===== config.mk =====
export PLATFORM = sky130hd
export DESIGN_NAME = button_event_conditioner
export DESIGN_NICKNAME = d
export VERILOG_FILES = /design/src/rtl/btn_pkg.sv /design/src/rtl/btn_channel.sv /design/src/rtl/button_event_conditioner.sv
export SDC_FILE = /design/constraint.sdc
export NUM_CORES = 1
export LEC_CHECK = 0
export ABC_CLOCK_PERIOD_IN_PS = 6420
export CORE_MARGIN = 10
export CORE_UTILIZATION = 57
export CTS_BUF_LIST = sky130_fd_sc_hd__clkbuf_4 sky130_fd_sc_hd__clkbuf_8
export DETAILED_ROUTE_END_ITERATION = 16
export PLACE_DENSITY = 0.74
export SYNTH_ARGS = -nofsm -noshare
export SYNTH_HDL_FRONTEND = slang
export SYNTH_SLANG_ARGS = --single-unit

===== constraint.sdc =====
create_clock -name clk -period 6.42 [get_ports clk]
set_input_delay 0.963 -clock clk [delete_from_list [all_inputs] [get_ports clk]]
set_output_delay 0.963 -clock clk [all_outputs]
set_load 0.005 [all_outputs]

===== src/rtl/btn_pkg.sv =====
// Shared types and constants for the front-panel button conditioner.
// Defaults target a 100 MHz board clock.
package btn_pkg;

    typedef enum logic [1:0] {
        BTN_IDLE,
        BTN_HELD,
        BTN_LONG
    } btn_state_t;

    localparam int unsigned CLK_HZ                = 100_000_000;
    localparam int unsigned DEF_DEBOUNCE_CYCLES   = 1_000_000;   // 10 ms
    localparam int unsigned DEF_LONG_PRESS_CYCLES = 15_000_000;  // 150 ms
    localparam int unsigned DEF_REPEAT_CYCLES     = 25_000_000;  // 250 ms

    localparam int unsigned BTN_MODE       = 0;
    localparam int unsigned BTN_EDIT_SHIFT = 1;
    localparam int unsigned BTN_INC        = 2;
    localparam int unsigned BTN_START_STOP = 3;
    localparam int unsigned BTN_RESET      = 4;

    // One width shared by all per-channel counters, sized for the largest timing value.
    function automatic int unsigned cnt_width(input int unsigned a, input int unsigned b,
                                              input int unsigned c);
        int unsigned m;
        m = a;
        if (b > m) m = b;
        if (c > m) m = c;
        return $clog2(m + 1);
    endfunction

endpackage


===== src/rtl/btn_channel.sv =====
// One button: 2-flop synchroniser, debounce filter, press/long/repeat FSM.
// Every output is a flop; nothing from the raw pin reaches an output combinationally.
module btn_channel
    import btn_pkg::*;
#(
    parameter int unsigned DEBOUNCE_CYCLES   = DEF_DEBOUNCE_CYCLES,
    parameter int unsigned LONG_PRESS_CYCLES = DEF_LONG_PRESS_CYCLES,
    parameter int unsigned REPEAT_CYCLES     = DEF_REPEAT_CYCLES
) (
    input  logic clk,
    input  logic reset,
    input  logic i_btn_raw,
    output logic o_btn_level,
    output logic o_press_pulse,
    output logic o_release_pulse,
    output logic o_short_release_pulse,
    output logic o_long_pulse,
    output logic o_repeat_pulse
);

    localparam int unsigned CNT_W =
        cnt_width(DEBOUNCE_CYCLES, LONG_PRESS_CYCLES, REPEAT_CYCLES);
    localparam logic [CNT_W-1:0] DEB_LAST  = CNT_W'(DEBOUNCE_CYCLES - 1);
    localparam logic [CNT_W-1:0] LONG_LAST = CNT_W'(LONG_PRESS_CYCLES - 1);
    localparam logic [CNT_W-1:0] REP_LAST  =
        CNT_W'((REPEAT_CYCLES == 0) ? 0 : REPEAT_CYCLES - 1);
    localparam logic [CNT_W-1:0] CNT_ONE   = CNT_W'(1);
    localparam bit               REPEAT_EN = (REPEAT_CYCLES != 0);

    logic             r_sync1;
    logic             r_sync2;
    logic             r_level;
    logic [CNT_W-1:0] r_deb_cnt;
    logic [CNT_W-1:0] r_hold_cnt;
    logic [CNT_W-1:0] r_rep_cnt;
    btn_state_t       r_state;
    logic             r_press;
    logic             r_release;
    logic             r_short;
    logic             r_long;
    logic             r_repeat;

    always_ff @(posedge clk) begin
        if (reset) begin
            r_sync1    <= 1'b0;
            r_sync2    <= 1'b0;
            r_level    <= 1'b0;
            r_deb_cnt  <= '0;
            r_hold_cnt <= '0;
            r_rep_cnt  <= '0;
            r_state    <= BTN_IDLE;
            r_press    <= 1'b0;
            r_release  <= 1'b0;
            r_short    <= 1'b0;
            r_long     <= 1'b0;
            r_repeat   <= 1'b0;
        end else begin
            r_sync1 <= i_btn_raw;
            r_sync2 <= r_sync1;

            if (r_sync2 == r_level) begin
                r_deb_cnt <= '0;
            end else if (r_deb_cnt == DEB_LAST) begin
                r_level   <= r_sync2;
                r_deb_cnt <= '0;
            end else begin
                r_deb_cnt <= r_deb_cnt + CNT_ONE;
            end

            r_press   <= 1'b0;
            r_release <= 1'b0;
            r_short   <= 1'b0;
            r_long    <= 1'b0;
            r_repeat  <= 1'b0;

            // Falling level is tested first so a release always beats long/repeat.
            case (r_state)
                BTN_IDLE: begin
                    if (r_level) begin
                        r_state    <= BTN_HELD;
                        r_press    <= 1'b1;
                        r_hold_cnt <= '0;
                    end
                end
                BTN_HELD: begin
                    if (!r_level) begin
                        r_state   <= BTN_IDLE;
                        r_release <= 1'b1;
                        r_short   <= 1'b1;
                    end else if (r_hold_cnt == LONG_LAST) begin
                        r_state   <= BTN_LONG;
                        r_long    <= 1'b1;
                        r_rep_cnt <= '0;
                    end else begin
                        r_hold_cnt <= r_hold_cnt + CNT_ONE;
                    end
                end
                BTN_LONG: begin
                    if (!r_level) begin
                        r_state   <= BTN_IDLE;
                        r_release <= 1'b1;
                    end else if (REPEAT_EN) begin
                        if (r_rep_cnt == REP_LAST) begin
                            r_repeat  <= 1'b1;
                            r_rep_cnt <= '0;
                        end else begin
                            r_rep_cnt <= r_rep_cnt + CNT_ONE;
                        end
                    end
                end
                default: r_state <= BTN_IDLE;
            endcase
        end
    end

    assign o_btn_level           = r_level;
    assign o_press_pulse         = r_press;
    assign o_release_pulse       = r_release;
    assign o_short_release_pulse = r_short;
    assign o_long_pulse          = r_long;
    assign o_repeat_pulse        = r_repeat;

endmodule


===== src/rtl/button_event_conditioner.sv =====
// Front-panel button conditioner: one independent btn_channel per button,
// plus an any-button-down summary flag.
module button_event_conditioner
    import btn_pkg::*;
#(
    parameter int unsigned N_BTN             = 5,
    parameter int unsigned DEBOUNCE_CYCLES   = DEF_DEBOUNCE_CYCLES,
    parameter int unsigned LONG_PRESS_CYCLES = DEF_LONG_PRESS_CYCLES,
    parameter int unsigned REPEAT_CYCLES     = DEF_REPEAT_CYCLES
) (
    input  logic             clk,
    input  logic             reset,
    input  logic [N_BTN-1:0] i_btn_raw,
    output logic [N_BTN-1:0] o_btn_level,
    output logic [N_BTN-1:0] o_press_pulse,
    output logic [N_BTN-1:0] o_release_pulse,
    output logic [N_BTN-1:0] o_short_release_pulse,
    output logic [N_BTN-1:0] o_long_pulse,
    output logic [N_BTN-1:0] o_repeat_pulse,
    output logic             o_any_active
);

    for (genvar g = 0; g < N_BTN; g++) begin : g_ch
        btn_channel #(
            .DEBOUNCE_CYCLES  (DEBOUNCE_CYCLES),
            .LONG_PRESS_CYCLES(LONG_PRESS_CYCLES),
            .REPEAT_CYCLES    (REPEAT_CYCLES)
        ) u_ch (
            .clk                  (clk),
            .reset                (reset),
            .i_btn_raw            (i_btn_raw[g]),
            .o_btn_level          (o_btn_level[g]),
            .o_press_pulse        (o_press_pulse[g]),
            .o_release_pulse      (o_release_pulse[g]),
            .o_short_release_pulse(o_short_release_pulse[g]),
            .o_long_pulse         (o_long_pulse[g]),
            .o_repeat_pulse       (o_repeat_pulse[g])
        );
    end

    // OR of flopped levels only, so still no path from the raw pins.
    assign o_any_active = |o_btn_level;

endmodule


== Word level (Yosys, flattened, before mapping) ==
Cells that the tools add are included.

* Output and inout bits: 31
* Input bits: 7
* Bits in registers: 425

* Reduce and logical (&&, ||, !) cells: 71
* Equality and inequality tests: 65
* Add/subtract/negate cells: 15
* Multiplexer cells: 90
* Bitwise logic cells: 30

{| class="wikitable"
|+ Operator list
! kind !! number
|-
| two-way mux 25 bit || 35
|-
| case mux 25 bit (2 select lines) || 10
|-
| adder 25 x 1 -> 25 bit, second input constant || 15
|-
| == test 25 x 20 -> 1 bit, second input constant || 5
|-
| == test 25 x 24 -> 1 bit, second input constant || 5
|-
| == test 25 bit, second input constant || 5
|-
| OR reduction 3 bit || 15
|-
| two-way mux 2 bit || 20
|-
| != test 2 x 1 -> 1 bit, second input constant || 20
|-
| AND reduction 4 bit || 10
|-
| OR reduction 2 bit || 20
|-
| inverter 1 bit || 30
|-
| case mux 2 bit (3 select lines) || 5
|-
| two-way mux 1 bit || 20
|-
| != test 2 bit, second input constant || 10
|-
| nonzero test 2 bit || 10
|-
| != test 3 bit, second input constant || 5
|-
| AND reduction 3 bit || 5
|-
| == test 2 x 1 -> 1 bit, second input constant || 5
|-
| == test 2 bit, second input constant || 5
|-
| zero test 2 bit || 5
|-
| AND reduction 2 bit || 5
|-
| == test 1 bit || 5
|-
| OR reduction 5 bit || 1
|}

== Logic depth before layout (Yosys ltp) ==
Gate-level depths: netlist (run 1).

* Depth in word-level cells: 4
* Mapped depth: 10

== Hierarchy ==
From an unflattened synthesis (run 1), not the netlist that was laid out.

* Cell total of the unflattened synthesis: 2,485
* Area, all modules: 21,097.7 µm²

{| class="wikitable"
|+ By module, submodules not included
! module !! times used !! area an instance (µm²) !! cells an instance
|-
| btn_channel at g_ch[0].u_ch ... || 4 || 4,190.3 || 492
|-
| btn_channel at g_ch[4].u_ch || 1 || 4,324.1 || 514
|-
| button_event_conditioner || 1 || 12.5 || 3
|}

== Worst setup path after synthesis (run 1) ==
Ideal clock, no wire load.

* Kind: input to register
* From: input port reset
* To: register g_ch[0].u_ch.r_rep_cnt[12]
* Data arrival time: 2.366 ns
* Path buffers: 4
* Data required time: 6.333 ns
* Stages on the path: 8
* Path slack: 3.967 ns
* Cells stage by stage: inv_1 -> clkbuf_1 -> o211a_1 -> clkbuf_1 -> nand2_1 -> buf_2 -> buf_1 -> o31ai_1

{| class="wikitable"
|+ RTL lines
! item !! line !! RTL
|-
| from (decl) || button_event_conditioner.sv:12 || <nowiki>input logic reset,</nowiki>
|-
| to (signal assigned) || btn_channel.sv:107 || <nowiki>r_rep_cnt <= r_rep_cnt + CNT_ONE;</nowiki>
|-
| to (decl) || btn_channel.sv:35 || <nowiki>logic [CNT_W-1:0] r_rep_cnt;</nowiki>
|}

== Worst setup path after layout (run 1) ==
* From: register g_ch[0].u_ch.r_hold_cnt[0]
* To: register g_ch[0].u_ch.r_rep_cnt[19]

* Longest elaborated chain between the ends: 3

{| class="wikitable"
|+ RTL lines
! item !! line !! RTL
|-
| from (decl) || btn_channel.sv:34 || <nowiki>logic [CNT_W-1:0] r_hold_cnt;</nowiki>
|-
| from (signal assigned) || btn_channel.sv:95 || <nowiki>r_hold_cnt <= r_hold_cnt + CNT_ONE;</nowiki>
|-
| == test 25 x 24 -> 1 bit || btn_channel.sv:90 || <nowiki>end else if (r_hold_cnt == LONG_LAST) begin</nowiki>
|-
| != test 2 x 1 -> 1 bit (no source line) || n/a ||
|-
| AND reduction 4 bit (no source line) || n/a ||
|}

Every way passes these cells.
A chain may end at the register's enable or synchronous reset.

==> impl_metrics.env, run 1 <==
export IMPL_worstMarginPinSlew_ns=1.091
export IMPL_critPathCaptureType="register"
export IMPL_initial_core_util=0.5743
export IMPL_synthCells=2441
export IMPL_syn_avg_cell_area_um2=8.307
export IMPL_worstPathArrival_ns=4.00
export IMPL_synth_enable_flop_cells=0
export IMPL_clockBufferDepth=3
export IMPL_hold_end="g_ch[2].u_ch.r_sync2"
export IMPL_slew_limit_headroom=0.2615
export IMPL_clk_latency_ns=0.61
export IMPL_min_path_cells=1
export IMPL_status="finished clean"
export IMPL_p_total_mw=5.364
export IMPL_wl_per_cell_um=14.67
export IMPL_r2r_worst_path_cells=7
export IMPL_synthFlopType="dfxtp_1"
export IMPL_drt_pass1_iterations=7
export IMPL_area_delta_synth_final_pct=9.898
export IMPL_clkTransAtPathRegs_ns=0.06
export IMPL_synth_area_um2=20280
export IMPL_cts_tree="built"
export IMPL_rsz0062_at_grt="no"
export IMPL_leakage_nw=7.596
export IMPL_overflow=0
export IMPL_period_needed_ns=3.462
export IMPL_ios=38
export IMPL_io_buffers=37
export IMPL_die_area_um2=43520
export IMPL_htree_levels=3
export IMPL_maxSlewViolCount=0
export IMPL_worstReg2RegEnd="g_ch[0].u_ch.r_rep_cnt[19]"
export IMPL_rows=69
export IMPL_layout_drive_gt1_share=0.06693
export IMPL_post_cts_buffers=0
export IMPL_multi_input_area_um2=10940
export IMPL_die_h_um=208.6
export IMPL_r2r_start="g_ch[0].u_ch.r_hold_cnt[0]"
export IMPL_fin_nets=2475
export IMPL_yosysSeqAreaShare=0.4196
export IMPL_die_w_um=208.6
export IMPL_max_freq_mhz=288.9
export IMPL_fillCellCount=3002
export IMPL_grt_max_degree=50
export IMPL_cts_resized=0
export IMPL_cts_sinks=425
export IMPL_cts_root_buf="clkbuf_8"
export IMPL_tns_ns=0
export IMPL_async_flop_share=0
export IMPL_wl_um=43380
export IMPL_regArea_um2=8508
export IMPL_yosysUniqueCellTypes=75
export IMPL_hpwl_um=28970
export IMPL_numCtsBuffers=73
export IMPL_worstPathCellList="ha_1 -> and4_1 -> nand2_1 -> o31ai_2 -> nand2_1 -> or4_1 -> nand3_1"
export IMPL_detail_route_antenna_nets=0
export IMPL_grt_first_pass_wirelength_um=74640
export IMPL_required_ns=6.96
export IMPL_grtUsageTotal=0.1927
export IMPL_ys_warn_count=0
export IMPL_critPathSlowestCell="o31ai_2"
export IMPL_worstSetupPathType="register to register"
export IMPL_irDropWorstVdd_mv=0.1720
export IMPL_first_iter_violations=1205
export IMPL_min_delay_start="g_ch[2].u_ch.r_sync1"
export IMPL_drv_cap=0
export IMPL_setup_viol=0
export IMPL_ctsHoldBuffers=0
export IMPL_cpMostUsedCell="nand2_1"
export IMPL_antenna_found_initial=0
export IMPL_hold_viol_final=0
export IMPL_vias_per_cell=5.814
export IMPL_start_kind="register"
export IMPL_gp_congestion=0.8545
export IMPL_p_per_area_nw_per_um2=240.7
export IMPL_slowest_delay_ns=0.84
export IMPL_syn_num_nets=2478
export IMPL_rrSetupSlack_ns=2.96
export IMPL_critical_path_max_fanout=21
export IMPL_finalCritPeriodShare=0.5392
export IMPL_hp_class="register to register"
export IMPL_final_setup_skew_ns=0.02569
export IMPL_num_vias=17190
export IMPL_drc=0
export IMPL_ys_seq_elements=425
export IMPL_grt_pass1_vias=16280
export IMPL_core_um2=35310
power by group:
group	internal (mW)	switching (mW)	leakage (nW)
Combinational	0.0325	0.0782	3.32
Clock	1.50	1.10	0.856
Sequential	2.65	0.00477	3.42
Total	4.18	1.18	7.60
cell usage after synthesis (4+ instances only):
cell / n / area (µm²)
a211oi_1: 5 / 37.54
a21o_1: 26 / 195.2
a21oi_1: 68 / 340.3
a31oi_1: 19 / 118.9
and2_1: 15 / 93.84
and3_1: 69 / 431.7
and4_1: 41 / 359.1
buf_1: 8 / 30.03
buf_2: 15 / 75.07
buf_4: 31 / 232.7
clkbuf_1: 71 / 266.5
dfxtp_1: 425 / 8508
ha_1: 30 / 375.4
inv_1: 56 / 210.2
mux2i_1: 15 / 150.1
nand2_1: 202 / 758.2
nand2b_1: 12 / 75.07
nand3_1: 169 / 845.8
nand4_1: 109 / 681.9
nand4b_1: 5 / 43.79
nor2_1: 358 / 1344
nor2b_1: 22 / 137.6
nor3_1: 49 / 245.2
nor3b_1: 16 / 120.1
nor4_1: 48 / 300.3
nor4b_1: 28 / 245.2
nor4bb_1: 4 / 40.04
o211ai_1: 25 / 187.7
o21a_1: 6 / 45.04
o21ai_0: 104 / 520.5
o21ai_1: 11 / 55.05
o22ai_1: 6 / 37.54
o311ai_0: 4 / 35.03
o31ai_1: 23 / 172.7
o41ai_1: 8 / 70.07
or2_2: 6 / 37.54
or3_1: 35 / 219.0
or4_1: 15 / 112.6
or4b_1: 4 / 40.04
xnor2_1: 75 / 656.9
xor2_1: 154 / 1349
logic make-up after synthesis:
family,Yosys count,share of synthesized area
AOI/OAI and AO/OA,333,0.1016
xor gates and xnor gates,229,0.09891
adders and majority gates,30,0.01851
buffers and inverters,182,0.04073
DFF,425,0.4196
muxes,17,0.008515
and+or+nand+nor,1225,0.3122
cell type report:
class / instances / area share
antenna: 1 / 0.0001123
clock buffer: 115 / 0.06626
sequential: 425 / 0.3818
inverter: 56 / 0.009433
multi-input combinational: 1834 / 0.4911
timing repair buffer: 48 / 0.02021
clock inverter: 17 / 0.005222
tap: 461 / 0.02588
layer usage:
layer  GRT usage  vias to the layer above  wire length, µm
met1      0.2437                     8101            20100
met3     0.04160                       78             2341
met2      0.3139                      354            19980
li1            -                     8660                -
met5           0                        -                0
met4     0.07765                        0              957
worst max-delay path by stage:
| stage | start | end | slack [ns] | depth (start not counted) |
|---|---|---|---|---|
| floorplan | reset | g_ch[0].u_ch.r_rep_cnt[12] | 3.97 | 8 |
| global placement | g_ch[0].u_ch.r_hold_cnt[0] | g_ch[0].u_ch.r_rep_cnt[19] | 3.10 | 7 |
| detailed placement | g_ch[0].u_ch.r_hold_cnt[0] | g_ch[0].u_ch.r_rep_cnt[19] | 3.00 | 7 |
| CTS | g_ch[0].u_ch.r_hold_cnt[0] | g_ch[0].u_ch.r_rep_cnt[19] | 3.01 | 7 |
| global route | g_ch[0].u_ch.r_hold_cnt[1] | g_ch[0].u_ch.r_rep_cnt[19] | 2.71 | 7 |
| finish | g_ch[0].u_ch.r_hold_cnt[0] | g_ch[0].u_ch.r_rep_cnt[19] | 2.96 | 7 |
stage by stage:
step	area, µm²	setup slack (ns)	instances	utilization	hold WS [ns]
2_1_floorplan	20280	3.967	2441	-	0.4138
3_3_place_gp	20690	3.100	2824	0.5859	0.4239
3_5_place_dp	20690	3.004	2824	0.5859	0.4256
4_1_cts	22280	3.011	2956	0.6310	0.4450
5_1_grt	22280	2.710	2956	0.6310	0.4538
6_report	22280	2.958	2957	0.6311	0.4419
sequential cells by signal, summed over array words and instances (netlist names), 10 cells and up:
name / flops
g_ch.u_ch.r_hold_cnt: 125
g_ch.u_ch.r_deb_cnt: 125
g_ch.u_ch.r_state: 10
g_ch.u_ch.r_rep_cnt: 125
cells in the final DEF (no fill, tap or decap), types with 8 or more instances in the layout:
master,n
clkinv_2,14
or3_1,35
nor2b_1,22
clkbuf_8,98
o21ai_1,12
inv_1,55
mux2i_1,15
nand3_1,169
a21oi_1,68
clkdlybuf4s50_1,36
nand2_1,202
xnor2_1,75
nor4_1,48
a31oi_1,19
dfxtp_1,425
xor2_1,154
and4_1,41
nor4b_1,28
nand4_1,109
o21ai_0,103
o41ai_1,8
o211ai_1,25
and2_1,15
or4_1,15
a21o_1,26
and3_1,69
nor3_1,49
o31ai_1,23
nor3b_1,16
nand2b_1,12
buf_4,12
clkbuf_4,17
ha_1,30
nor2_1,358
critical path: cells and delay by family (launching register included):
kind	cells	cell delay (ns)
AND/OR/NAND/NOR	5	1.95
adder cells (fa/ha/maj)	1	0.24
AO/OA/AOI/OAI	1	0.84
flip-flops	1	0.38
No activity file was read; power rests on OpenSTA's default activity.
==> run 2: changes to the inputs <==
--- a/config.mk
+++ b/config.mk
@@ -5,7 +5,7 @@
 export SDC_FILE = /design/constraint.sdc
 export NUM_CORES = 1
 export LEC_CHECK = 0
-export ABC_CLOCK_PERIOD_IN_PS = 6420
+export ABC_CLOCK_PERIOD_IN_PS = 3200
 export CORE_MARGIN = 10
 export CORE_UTILIZATION = 57
 export CTS_BUF_LIST = sky130_fd_sc_hd__clkbuf_4 sky130_fd_sc_hd__clkbuf_8
==> constraint.sdc (replaced) <==
create_clock -name clk -period 3.2 [get_ports clk]
set_input_delay 0.48 -clock clk [delete_from_list [all_inputs] [get_ports clk]]
set_output_delay 0.48 -clock clk [all_outputs]
set_load 0.005 [all_outputs]
==> run 2 against run 1 <==
Effect of this change:
- highest routed layer unchanged
- first-iteration DRC count is 25% lower
- utilization is 0.52 points higher
- fmax is 19% higher
- critical endpoint is now g_ch[3].u_ch.r_rep_cnt[10]
- critical path depth stayed put
- sequential share of layout area is 0.31 points lower
- combinational power is 110% higher
- setup slack worse by 2.7 ns
- sequential power is 100% higher
- clock power is 100% higher
==> impl_metrics.env, run 2 (synthesis results as in run 1) <==
export IMPL_status="finished clean"
export IMPL_final_util=0.6363
export IMPL_numCtsBuffers=74
export IMPL_r2r_worst_path_cells=7
export IMPL_hpwl_um=29540
export IMPL_post_cts_buffers=0
export IMPL_dp_cells=2844
export IMPL_min_path_cells=2
export IMPL_final_common_cell="dfxtp_1"
export IMPL_placed_area_um2=20850
export IMPL_slew_limit_headroom=0.3629
export IMPL_critical_path_max_fanout=22
export IMPL_critPathSlowestCell="nand2_1"
export IMPL_drc=0
export IMPL_layout_drive_gt1_share=0.07362
export IMPL_tns_ns=0
export IMPL_hold_end="g_ch[3].u_ch.r_rep_cnt[1]"
export IMPL_wl_um=43880
export IMPL_rsz0062_at_grt="no"
export IMPL_finalCritPeriodShare=0.9066
export IMPL_drv_cap=0
export IMPL_min_delay_start="reset"
export IMPL_design_area_um2=22470
export IMPL_layout_cells_non_filler=2974
export IMPL_drt_met1_wl_um=20280
export IMPL_grt_max_degree=53
export IMPL_hp_class="input port to register"
export IMPL_fin_nets=2496
export IMPL_worstMarginPinSlew_ns=0.9536
export IMPL_rows=69
export IMPL_die_area_um2=43520
export IMPL_cts_resized=0
export IMPL_required_ns=3.70
export IMPL_leakage_nw=7.696
export IMPL_setup_viol=0
export IMPL_core_um2=35310
export IMPL_hold_viol_final=0
export IMPL_gp_congestion=0.8732
export IMPL_final_setup_skew_ns=0.02077
export IMPL_grtUsageTotal=0.1948
export IMPL_drt_pass1_iterations=5
export IMPL_worstReg2RegEnd="g_ch[3].u_ch.r_rep_cnt[10]"
export IMPL_num_vias=17290
export IMPL_overflow=0
export IMPL_highest_layer="met4"
export IMPL_maxSlewViolCount=0
export IMPL_p_total_mw=10.87
export IMPL_die_h_um=208.6
export IMPL_max_freq_mhz=344.7
export IMPL_antenna_found_initial=0
export IMPL_p_per_area_nw_per_um2=483.7
export IMPL_rrSetupSlack_ns=0.30
export IMPL_cts_tree="built"
export IMPL_grt_first_pass_wirelength_um=75410
export IMPL_period_needed_ns=2.901
export IMPL_final_cell_mix="425 x dfxtp_1, 358 x nor2_1, 202 x nand2_1"
export IMPL_clkTransAtPathRegs_ns=0.06
export IMPL_io_buffers=37
export IMPL_vias_per_cell=5.813
export IMPL_clk_latency_ns=0.62
export IMPL_top_regs="g_ch.u_ch.r_deb_cnt: 125 flops, g_ch.u_ch.r_hold_cnt: 125 flops, g_ch.u_ch.r_rep_cnt: 125 flops"
export IMPL_worstPathCellList="ha_1 -> or4b_1 -> nor4_4 -> a41oi_1 -> nand2_1 -> o21ai_0 -> a21o_1"
export IMPL_wl_per_cell_um=14.75
export IMPL_antennaDiodeCount=0
export IMPL_first_iter_violations=908
export IMPL_wl_met3_um=2004
export IMPL_met2_length_um=20520
export IMPL_start_kind="register"
export IMPL_die_w_um=208.6
export IMPL_slowest_delay_ns=0.57
export IMPL_clockBufferDepth=3
export IMPL_htree_levels=3
export IMPL_initial_core_util=0.5743
export IMPL_grt_pass1_vias=16410
export IMPL_ctsHoldBuffers=0
export IMPL_cts_sinks=425
export IMPL_cts_root_buf="clkbuf_8"
export IMPL_irDropWorstVdd_mv=0.3233
export IMPL_worstSetupPathType="register to register"
export IMPL_worstPathArrival_ns=3.40
export IMPL_area_delta_synth_final_pct=10.81
export IMPL_cp_startpoint="g_ch[3].u_ch.r_hold_cnt[0]"
export IMPL_detail_route_antenna_nets=0
export IMPL_critPathCaptureType="register"
export IMPL_r2r_start="g_ch[3].u_ch.r_hold_cnt[0]"
export IMPL_ios=38
## run 2: changes by cell type in the layout (fill, tap and decap cells not counted)
cell,change
buf_4,+19
clkinv_2,-6
inv_6,+2
buf_12,+1
bufinv_16,+1
clkinvlp_4,+1
diode_2,-1
## run 2: stage by stage
step	worst slack, ns	hold slack, ns
floorplan	0.9487	0.4138
global placement	0.5026	0.4231
detailed placement	0.3930	0.4227
CTS	0.3110	0.1915
global route	0.1757	0.2269
finish	0.2988	0.2396
## run 2: layout make-up
type | instances | area [µm²]
Clock buffer | 115 | 1476
Multi-Input combinational cell | 1834 | 10940
Fill cell | 2960 | 12840
Timing Repair Buffer | 68 | 613.1
Tap cell | 461 | 576.8
Inverter | 56 | 210.2
Sequential cell | 425 | 8508
Clock inverter | 15 | 141.4
## run 2: layer usage
metal | GRT usage | vias up
met2 | 0.3268 | 386
met1 | 0.2449 | 8118
met4 | 0.06872 | 0
li1 | - | 8694
met3 | 0.03743 | 89
met5 | 0 | -
## run 2: critical path: cells and delay by family (launching register included)
family	cells	cell delay (ns)
fa+ha+maj	1	0.25
flops	1	0.37
simple gates	3	1.43
compound gates	3	0.73
## run 2: power breakdown
part | internal (mW) | total, mW | switching [mW]
registers | 5.31 | 5.32 | 0.00914
logic | 0.0700 | 0.229 | 0.159
clock network | 3.10 | 5.32 | 2.22
## run 2: worst max path at each step
stage	endpoint	slack [ns]	cells after the start
global placement	g_ch[3].u_ch.r_rep_cnt[24]	0.50	7
floorplan	g_ch[3].u_ch.r_rep_cnt[19]	0.95	8
CTS	g_ch[3].u_ch.r_rep_cnt[10]	0.31	7
finish	g_ch[3].u_ch.r_rep_cnt[10]	0.30	7
detailed placement	g_ch[3].u_ch.r_rep_cnt[19]	0.39	7
global route	g_ch[3].u_ch.r_rep_cnt[21]	0.18	7
